[config.mk]
export PLATFORM = sky130hd
export DESIGN_NAME = psum_bram_reader
export DESIGN_NICKNAME = d
export VERILOG_FILES = /design/src/rtl/psum_bram_reader.sv
export SDC_FILE = /design/constraint.sdc
export NUM_CORES = 2
export LEC_CHECK = 0
export BUFFER_PORTS_ARGS = -buffer_cell sky130_fd_sc_hd__buf_2
export CELL_PAD_IN_SITES_DETAIL_PLACEMENT = 1
export CELL_PAD_IN_SITES_GLOBAL_PLACEMENT = 1
export CORE_AREA = 2 2 531 665
export DETAILED_ROUTE_END_ITERATION = 7
export DIE_AREA = 0 0 533 667
export PLACE_DENSITY = 0.59
export SETUP_SLACK_MARGIN = 0.5
export SLEW_MARGIN = 25
export SYNTH_ARGS = -nofsm -noshare
export SYNTH_HDL_FRONTEND = slang
export SYNTH_SLANG_ARGS = --single-unit
[constraint.sdc]
create_clock -name clk -period 9.65 [get_ports clk]
set_input_delay 0.4825 -clock clk [delete_from_list [all_inputs] [get_ports clk]]
set_output_delay 0.4825 -clock clk [all_outputs]
set_load 0.05 [all_outputs]
[src/rtl/psum_bram_reader.sv]
// psum_bram_reader
//   Streams a programmed range of psum BRAM words to a downstream consumer
//   over a valid/ready handshake. It hides the 1-cycle BRAM read latency
//   and absorbs backpressure with a 4-entry FIFO. It sustains one word per
//   cycle while the consumer stays ready.
//
// Ports
//   clk            : system clock, rising edge
//   reset          : asynchronous active-low reset
//   start          : one-cycle pulse, sampled only in IDLE
//   base_addr      : first BRAM address, latched on start
//   num_words      : word count 0..1024, latched on start
//   psum_read_en   : BRAM read enable
//   psum_BRAM_addr : BRAM read address, held while psum_read_en is low
//   bram_rdata     : BRAM read data, valid the cycle after psum_read_en
//   out_data       : FIFO head word
//   out_valid      : out_data valid
//   out_ready      : consumer accept
//   out_last       : high with out_valid on the final word of the range
//   busy           : high in any state other than IDLE
//   read_done      : one-cycle pulse at completion
module psum_bram_reader #(
  parameter int GBF_DATA_BITWIDTH  = 512,
  parameter int BRAM_ADDR_BITWIDTH = 10
) (
  input  logic                            clk,
  input  logic                            reset,
  input  logic                            start,
  input  logic [BRAM_ADDR_BITWIDTH-1:0]   base_addr,
  input  logic [BRAM_ADDR_BITWIDTH:0]     num_words,
  output logic                            psum_read_en,
  output logic [BRAM_ADDR_BITWIDTH-1:0]   psum_BRAM_addr,
  input  logic [GBF_DATA_BITWIDTH-1:0]    bram_rdata,
  output logic [GBF_DATA_BITWIDTH-1:0]    out_data,
  output logic                            out_valid,
  input  logic                            out_ready,
  output logic                            out_last,
  output logic                            busy,
  output logic                            read_done
);

  localparam int AW = BRAM_ADDR_BITWIDTH;
  localparam int DW = GBF_DATA_BITWIDTH;
  localparam int CW = BRAM_ADDR_BITWIDTH + 1;
  localparam logic [CW-1:0] CNT_ONE = {{(CW-1){1'b0}}, 1'b1};

  typedef enum logic [1:0] {
    IDLE  = 2'd0,
    READ  = 2'd1,
    DRAIN = 2'd2,
    DONE  = 2'd3
  } state_t;

  state_t          state_r;
  logic [AW-1:0]   base_r;
  logic [CW-1:0]   num_r;
  logic [CW-1:0]   issued_r;
  logic [CW-1:0]   delivered_r;
  // High while the data for last cycle's read is on bram_rdata; it is
  // captured into the FIFO at the end of this cycle.
  logic            inflight_r;

  logic [DW-1:0]   fifo_mem_r [4];
  logic [1:0]      wr_ptr_r;
  logic [1:0]      rd_ptr_r;
  logic [2:0]      count_r;

  logic            push_s;
  logic            pop_s;
  logic [2:0]      count_next_s;
  logic [1:0]      rd_ptr_next_s;
  logic [CW-1:0]   delivered_next_s;
  logic            can_issue_s;
  logic [DW-1:0]   head_next_s;
  logic            last_next_s;

  // Next-cycle FIFO occupancy, head word and issue budget.
  always_comb begin
    push_s           = inflight_r;
    pop_s            = out_valid && out_ready;
    count_next_s     = count_r + {2'b00, push_s} - {2'b00, pop_s};
    rd_ptr_next_s    = rd_ptr_r + {1'b0, pop_s};
    delivered_next_s = delivered_r + {{AW{1'b0}}, pop_s};
    // The read enable being driven now becomes next cycle's in-flight read,
    // so the budget for next cycle's read counts it alongside the FIFO.
    can_issue_s      = ((count_next_s + {2'b00, psum_read_en}) <= 3'd2);
    if (count_next_s == 3'd0) begin
      head_next_s = out_data;
    end else if (count_r == {2'b00, pop_s}) begin
      // FIFO drains to empty this edge, so the new head is the word being
      // pushed right now (it is also written into the slot at rd_ptr_next).
      head_next_s = bram_rdata;
    end else begin
      head_next_s = fifo_mem_r[rd_ptr_next_s];
    end
    if ((count_next_s != 3'd0) && (delivered_next_s == (num_r - CNT_ONE))) begin
      last_next_s = 1'b1;
    end else begin
      last_next_s = 1'b0;
    end
  end

  // Control FSM: range latch, read issue, completion and status outputs.
  always_ff @(posedge clk or negedge reset) begin
    if (!reset) begin
      state_r        <= IDLE;
      base_r         <= {AW{1'b0}};
      num_r          <= {CW{1'b0}};
      issued_r       <= {CW{1'b0}};
      psum_read_en   <= 1'b0;
      psum_BRAM_addr <= {AW{1'b0}};
      busy           <= 1'b0;
      read_done      <= 1'b0;
    end else begin
      case (state_r)
        IDLE: begin
          read_done <= 1'b0;
          if (start) begin
            base_r <= base_addr;
            num_r  <= num_words;
            busy   <= 1'b1;
            if (num_words == {CW{1'b0}}) begin
              psum_read_en <= 1'b0;
              issued_r     <= {CW{1'b0}};
              read_done    <= 1'b1;
              state_r      <= DONE;
            end else begin
              // First read goes out in the cycle right after start.
              psum_read_en   <= 1'b1;
              psum_BRAM_addr <= base_addr;
              issued_r       <= CNT_ONE;
              state_r        <= READ;
            end
          end else begin
            psum_read_en <= 1'b0;
            busy         <= 1'b0;
          end
        end
        READ: begin
          if ((issued_r < num_r) && can_issue_s) begin
            psum_read_en   <= 1'b1;
            psum_BRAM_addr <= base_r + issued_r[AW-1:0];
            issued_r       <= issued_r + CNT_ONE;
            if ((issued_r + CNT_ONE) == num_r) begin
              state_r <= DRAIN;
            end else begin
              state_r <= READ;
            end
          end else begin
            psum_read_en <= 1'b0;
            if (issued_r == num_r) begin
              state_r <= DRAIN;
            end else begin
              state_r <= READ;
            end
          end
        end
        DRAIN: begin
          psum_read_en <= 1'b0;
          if (pop_s && out_last) begin
            read_done <= 1'b1;
            state_r   <= DONE;
          end else begin
            state_r <= DRAIN;
          end
        end
        DONE: begin
          psum_read_en <= 1'b0;
          read_done    <= 1'b0;
          busy         <= 1'b0;
          state_r      <= IDLE;
        end
        default: begin
          psum_read_en <= 1'b0;
          read_done    <= 1'b0;
          busy         <= 1'b0;
          state_r      <= IDLE;
        end
      endcase
    end
  end

  // FIFO storage, occupancy, deliver counter and registered stream outputs.
  always_ff @(posedge clk or negedge reset) begin
    if (!reset) begin
      for (int i = 0; i < 4; i++) begin
        fifo_mem_r[i] <= {DW{1'b0}};
      end
      wr_ptr_r    <= 2'd0;
      rd_ptr_r    <= 2'd0;
      count_r     <= 3'd0;
      inflight_r  <= 1'b0;
      delivered_r <= {CW{1'b0}};
      out_data    <= {DW{1'b0}};
      out_valid   <= 1'b0;
      out_last    <= 1'b0;
    end else begin
      inflight_r <= psum_read_en;
      // Capture is unconditional: the issue budget keeps the FIFO from overflowing.
      if (push_s) begin
        fifo_mem_r[wr_ptr_r] <= bram_rdata;
        wr_ptr_r             <= wr_ptr_r + 2'd1;
      end else begin
        wr_ptr_r <= wr_ptr_r;
      end
      rd_ptr_r  <= rd_ptr_next_s;
      count_r   <= count_next_s;
      out_valid <= (count_next_s != 3'd0);
      out_data  <= head_next_s;
      out_last  <= last_next_s;
      if ((state_r == IDLE) && start) begin
        delivered_r <= {CW{1'b0}};
      end else begin
        delivered_r <= delivered_next_s;
      end
    end
  end

endmodule

======== Yosys cells after proc, flatten, opt, wreduce, memory -nomap -nowiden ========
Index checks and enable logic that the tools add are counted.
storage, ports and cells
  bits of input ports ..................... 537
  logic and storage cells ................. 99
  register bits after elaboration ......... 2628
  output and inout bits ................... 527
cells by class
  mux-type cells .......................... 34
  bitwise gates (word level) .............. 2
  $add $sub $neg .......................... 9
  reductions and logical operators ........ 18
  order comparisons ....................... 5
  equal/unequal tests ..................... 11
operators with widths
  cell                                                                   count
  2048-bit bitwise mux                                                   1
  512-bit two-way mux                                                    4
  512-bit binary-select mux with 2-bit select                            1
  512-bit demux with 2-bit select                                        1
  11-bit == test                                                         3
  11-bit two-way mux                                                     3
  10-bit two-way mux                                                     3
  11-bit case mux with 2 select lines                                    1
  10-bit case mux with 2 select lines                                    1
  11-bit by 1-bit adder with 11-bit output                               1
  11-bit by 1-bit adder with 11-bit output (second input constant)       1
  11-bit zero test                                                       1
  11-bit less-than comparator                                            1
  11-bit by 1-bit subtractor with 11-bit output (second input constant)  1
  10-bit adder                                                           1
  1-bit two-way mux                                                      10
  2-bit two-way mux                                                      5
  2-bit != test (second input constant)                                  4
  2-bit case mux with 4 select lines                                     1
  3-bit by 1-bit adder with 3-bit output                                 2
  3-bit >= comparator (second input constant)                            2
  1-bit logical AND                                                      6
  2-bit NOT with 3-bit output                                            2
  1-bit case mux with 3 select lines                                     2
  other kinds (17)                                                       21

======== Logic depth before layout (Yosys ltp) ========
  word-level depth ........................ 7
  depth in mapped cells ................... 14
  mapped depth without buffers ............ 13

======== Worst setup path before layout ========
Ideal clock, no wire load.
  path kind ............................... reg-to-reg
  start ................................... reg out_valid
  end ..................................... reg psum_BRAM_addr[0]
  required time ........................... 9.525 ns
  setup time .............................. 0.125 ns
  stages on the path, launching flop included .. 13
  data arrival time ....................... 3.281 ns
  slack ................................... 6.244 ns
  buffers on the path ..................... 0
  period minus slack after synthesis ...... 3.406 ns
  cells stage by stage .................... dfrtp_1 nand2_1 xnor2_1 ha_1 inv_1 fa_1 inv_1 ha_1 a21o_1 a211oi_2 o21ai_2 a21oi_4 mux2_2
between the ends
  cells in the longest elaborated chain, start to end .. 7
RTL lines
  item                                            RTL line  source
  from (decl)                                     35        output logic out_valid,
  from (signal assigned)                          208       out_valid <= (count_next_s != 3'd0);
  1-bit logical AND                               80        pop_s = out_valid && out_ready;
  3-bit by 1-bit subtractor with 3-bit output     81        count_next_s = count_r + {2'b00, push_s} - {2'b00, pop_s};
  net count_next_s[1]                             70        logic [2:0] count_next_s;
  3-bit by 1-bit adder with 3-bit output          86        can_issue_s = ((count_next_s + {2'b00, psum_read_en}) <= 3'd2);
  3-bit by 2-bit <= comparator with 1-bit output  86
  1-bit logical AND                               140       if ((issued_r < num_r) && can_issue_s) begin
  2-bit != test (no source line)                  --
  4-bit AND reduction (no source line)            --
  to (signal assigned)                            111       psum_BRAM_addr <= {AW{1'b0}};
  to (signal assigned)                            130       psum_BRAM_addr <= base_addr;
  to (signal assigned)                            142       psum_BRAM_addr <= base_r + issued_r[AW-1:0];
  to (decl)                                       32        output logic [BRAM_ADDR_BITWIDTH-1:0] psum_BRAM_addr,
The timed path passes the listed nets, and every way through them passes these cells.
A chain may end at the register's enable or synchronous reset.

======== Worst setup path in the final report ========
  start ................................... reg out_valid
  end ..................................... reg out_data[465]
between the ends
  elaborated cells on any way between the ends .. 10
  classes of those cells .................. add/sub (2); eq/ne (1); mux (4); bitwise (1); reduce/logical (2)
RTL lines
  item                                         RTL line  source
  1-bit logical AND                            80
  3-bit by 1-bit subtractor with 3-bit output  81
  net count_next_s[2]                          70
  3-bit zero test                              87        if (count_next_s == 3'd0) begin
  to (signal assigned)                         194       out_data <= {DW{1'b0}};
  to (signal assigned)                         209       out_data <= head_next_s;
  to (decl)                                    34        output logic [GBF_DATA_BITWIDTH-1:0] out_data,
The timed path passes the listed nets, and every way through them passes these cells. The select of a mux whose other input is x is not followed.

==> summary.txt <==
Status
  – Outcome: finished, final reports clean

Layout
  – Post-Route Utilization: 0.402
  – Post-layout net count: between 9,000 and 10,000
  – Share of layout cells above drive strength 1: 0.449
  – Area growth syn-to-layout: 22.1%
  – Post-Layout Inst Area: 140,000 um2
  – Final Non-Filler Cells: 14,000

Logic synthesis
  – Yosys cell types: between 50 and 60
  – Synth Cell Area: between 100,000 and 150,000 um2
  – Post-synth ARST share: 1.00
  – Ys Warns: 0
  – Part of the Yosys area used for sequential elements: 0.572
  – EDFF count, synth: 0
  – Post-synthesis net count: about 8,000
  – #FFs+latches synth: around 2,600
  – Synth Flop Type: dfrtp_1
  – Post-Syn Area per Cell: ~15 um2
  – Synth Instances: 7,664

Die
  – Initial core utilization: 0.329
  – Width of the die: between 500 and 600 um
  – Core area: roughly 350,000 um2
  – Die Span Y: ~670 um
  – Ports: between 1,000 and 1,500
  – Die area: about 360,000 um2
  – Row cnt: 243

CTS
  – Num CTS Buffers: ~300
  – Clk root buf: clkbuf_16
  – Clock transition at path regs: around 0.06 ns
  – Clock Path Buffers: 4
  – Htree depth: 5
  – CTS tree: done
  – Worst-Skew Late Latency: 0.91 ns
  – TritonCTS Sinks: 2,628
  – Post-cts resize count: 0

STA
  – Post-Route Skew: 0.0511 ns
  – RSZ-0062 raised after global routing: no
  – Worst setup slack after layout: 5.20 ns
  – Fin crit share: 0.461
  – Fmax: between 0.2 and 0.25 GHz
  – Final setup viols: 0
  – Minimum clock period: approximately 4.4 ns
  – Slew Limit Fails: 0
  – Hold WS: 0.168 ns
  – Final Hold Viols: 0
  – Rel. slew slack: 0.218
  – Worst slew pin tran: between 1 and 1.5 ns
  – Final TNS setup: 0 ns

GRT
  – Global-route met1 utilization: 0.231
  – Grt ovf: 0
  – Largest net degree at the start of global routing: 182
  – GRT Resource Usage Total: 0.190
  – M3 GR Usage: 0.0393
  – Met2 usage: 0.334
  – Vias in the first global route: 80,800
  – Grt peak-use layer: met2
  – Initial antenna violation count: 83
  – First-pass GRT wire length: 521,000 um

Placement
  – IO buf count: 1,063
  – Gpl congestion: between 0.7 and 0.8
  – Post-Place Worst Slack: 4.87 ns
  – Placed cell count: 13,000
  – Placed Area: between 100,000 and 150,000 um2
  – Post-DP HPWL: between 200,000 and 250,000 um

Pwr
  – P_leak: roughly 62 nW
  – Total Power: just under 60 mW
  – Maximum vdd drop: around 0.00035 V
  – Pwr dens: roughly 420 nW/um2

Drt
  – Via density per instance: approximately 5
  – WL per Instance: around 24 um
  – Drt drc: 0
  – Vias after detailed routing: between 70,000 and 80,000
  – Initial DRC count: around 3,000
  – Drt total wl: around 340,000 um
  – Number of detailed-route iterations in the first pass: 4
  – DRT antenna net count: 0

Critical path
  – Critical path type: reg -> reg
  – CP Max Fanout: 181
  – Crit. End Element: flop
  – Required @ worst endpoint: just over 10 ns
  – Startpoint Class: flop
  – WP data arrival: roughly 5.2 ns

Hold path
  – HP Class: in -> async

Flow run
  – Max cap viols: 0
power breakdown:
part	switching [mW]	internal (mW)	total, mW	leakage, nW
Combinational	15.2	12.2	27.4	26.1
Clock	4.72	6.48	11.2	4.70
Sequential	2.97	17.0	20.0	30.8
Total	22.8	35.8	58.6	61.6
state kept, by name, indices dropped and copies added, names as in the netlist:
name            count
fifo_mem_r       2048
out_data          512
delivered_r        11
issued_r           11
num_r              11
base_r             10
psum_BRAM_addr     10
count_r             3
rd_ptr_r            2
state_r             2
wr_ptr_r            2
busy                1
inflight_r          1
out_last            1
out_valid           1
psum_read_en        1
read_done           1
cell usage in the layout, fill, tap and decap left out, drive strengths merged, types with 3 or more instances in the layout:
cell type and n:
dfrtp 2628, nand4 10, o21ai 542, or3 5, clkinv 58, nand2b 7
bufinv 12, nor2 27, or4 6, nand3 23, nor2b 4, xnor2 30
and3 4, o311ai 5, a21oi 14, ha 36, inv 39, nand2 588
nor3b 6, buf 1168, mux2i 520, clkbuf 428, o211ai 5, xor2 17
o21a 4, mux4 512, nor3 14, mux2 2061, dlygate4sd3 537, o32ai 3
diode 38, clkinvlp 3, a21o 6, nor4 7
worst max-delay path, cell delays in order, from the launching register on:
cell and delay, ns:
dfrtp_1 0.37, nand2_1 0.11, xnor2_1 0.21, ha_1 0.19, inv_1 0.06, fa_1 0.40
xor3_2 0.29, nor3_4 0.66, buf_12 0.60, buf_4 0.78, o21ai_0 0.27
per-layer routing:
metal,share of wire,vias to the layer above,wire [um]
met5,0.00082,-,278
met4,0.034,42,11500
met2,0.51,1259,173000
met3,0.046,550,15800
li1,-,31000,-
met1,0.41,38100,141000
what timing repair did:
item / 4_1_cts / 5_1_grt
hold buffers: 537 / 0
setup buffers: 0 / 0
hold endpoints to repair: 2703 / 0
cell usage after synthesis (5+ instances only):
library cell	number	share of area
xor2_1	17	0.0013
a21o_1	6	0.00039
nand3_1	23	0.0010
or3_1	5	0.00027
nor4_1	7	0.00038
o211ai_1	5	0.00033
buf_1	12	0.00039
mux4_2	512	0.10
or4_1	6	0.00039
a21oi_1	13	0.00057
nand4_1	10	0.00054
dfrtp_1	2628	0.57
nand2_1	588	0.019
nor2_1	27	0.00088
nor3b_1	6	0.00039
mux2_2	2061	0.20
o21ai_0	541	0.024
ha_1	36	0.0039
inv_1	29	0.00095
xnor2_1	30	0.0023
mux2i_1	520	0.045
clkbuf_1	326	0.011
nand2b_1	7	0.00038
nor3_1	13	0.00057
buf_2	188	0.0082
layout make-up:
cell class | instances | area (um2)
clock inverter | 83 | 1070
inverter | 29 | 109
antenna | 38 | 95.1
timing repair buffer | 1705 | 12100
clock buffer | 428 | 8500
tap | 4655 | 5820
sequential | 2628 | 65800
multi-input combinational | 4480 | 47000
fill | 35600 | 209000
worst paths after layout:
check                                               start                      endpoint  depth (start not counted)  slack (ns)
worst max-delay path                  out_valid$_DFF_PN0_     out_data[465]$_DFFE_PN0P_                         10        5.20
worst min-delay path                                reset   fifo_mem_r[904]$_DFFE_PN0P_                          2        0.17
worst max register to register        out_valid$_DFF_PN0_     out_data[465]$_DFFE_PN0P_                         10        5.20
worst min register to register  out_data[415]$_DFFE_PN0P_     out_data[415]$_DFFE_PN0P_                          2        0.47
max in group asynchronous                           reset  fifo_mem_r[1850]$_DFFE_PN0P_                          5        6.80
min in group clk                                out_ready          count_r[0]$_DFF_PN0_                          4        0.28
logic make-up after synthesis:
kind of cell    share of synthesized area
xor+xnor                          0.00380
fa+ha+maj                         0.00427
flops                               0.572
simple gates                       0.0253
buf+inv                            0.0202
compound gates                     0.0270
mux                                 0.347
No activity file was read; power rests on OpenSTA's default activity.
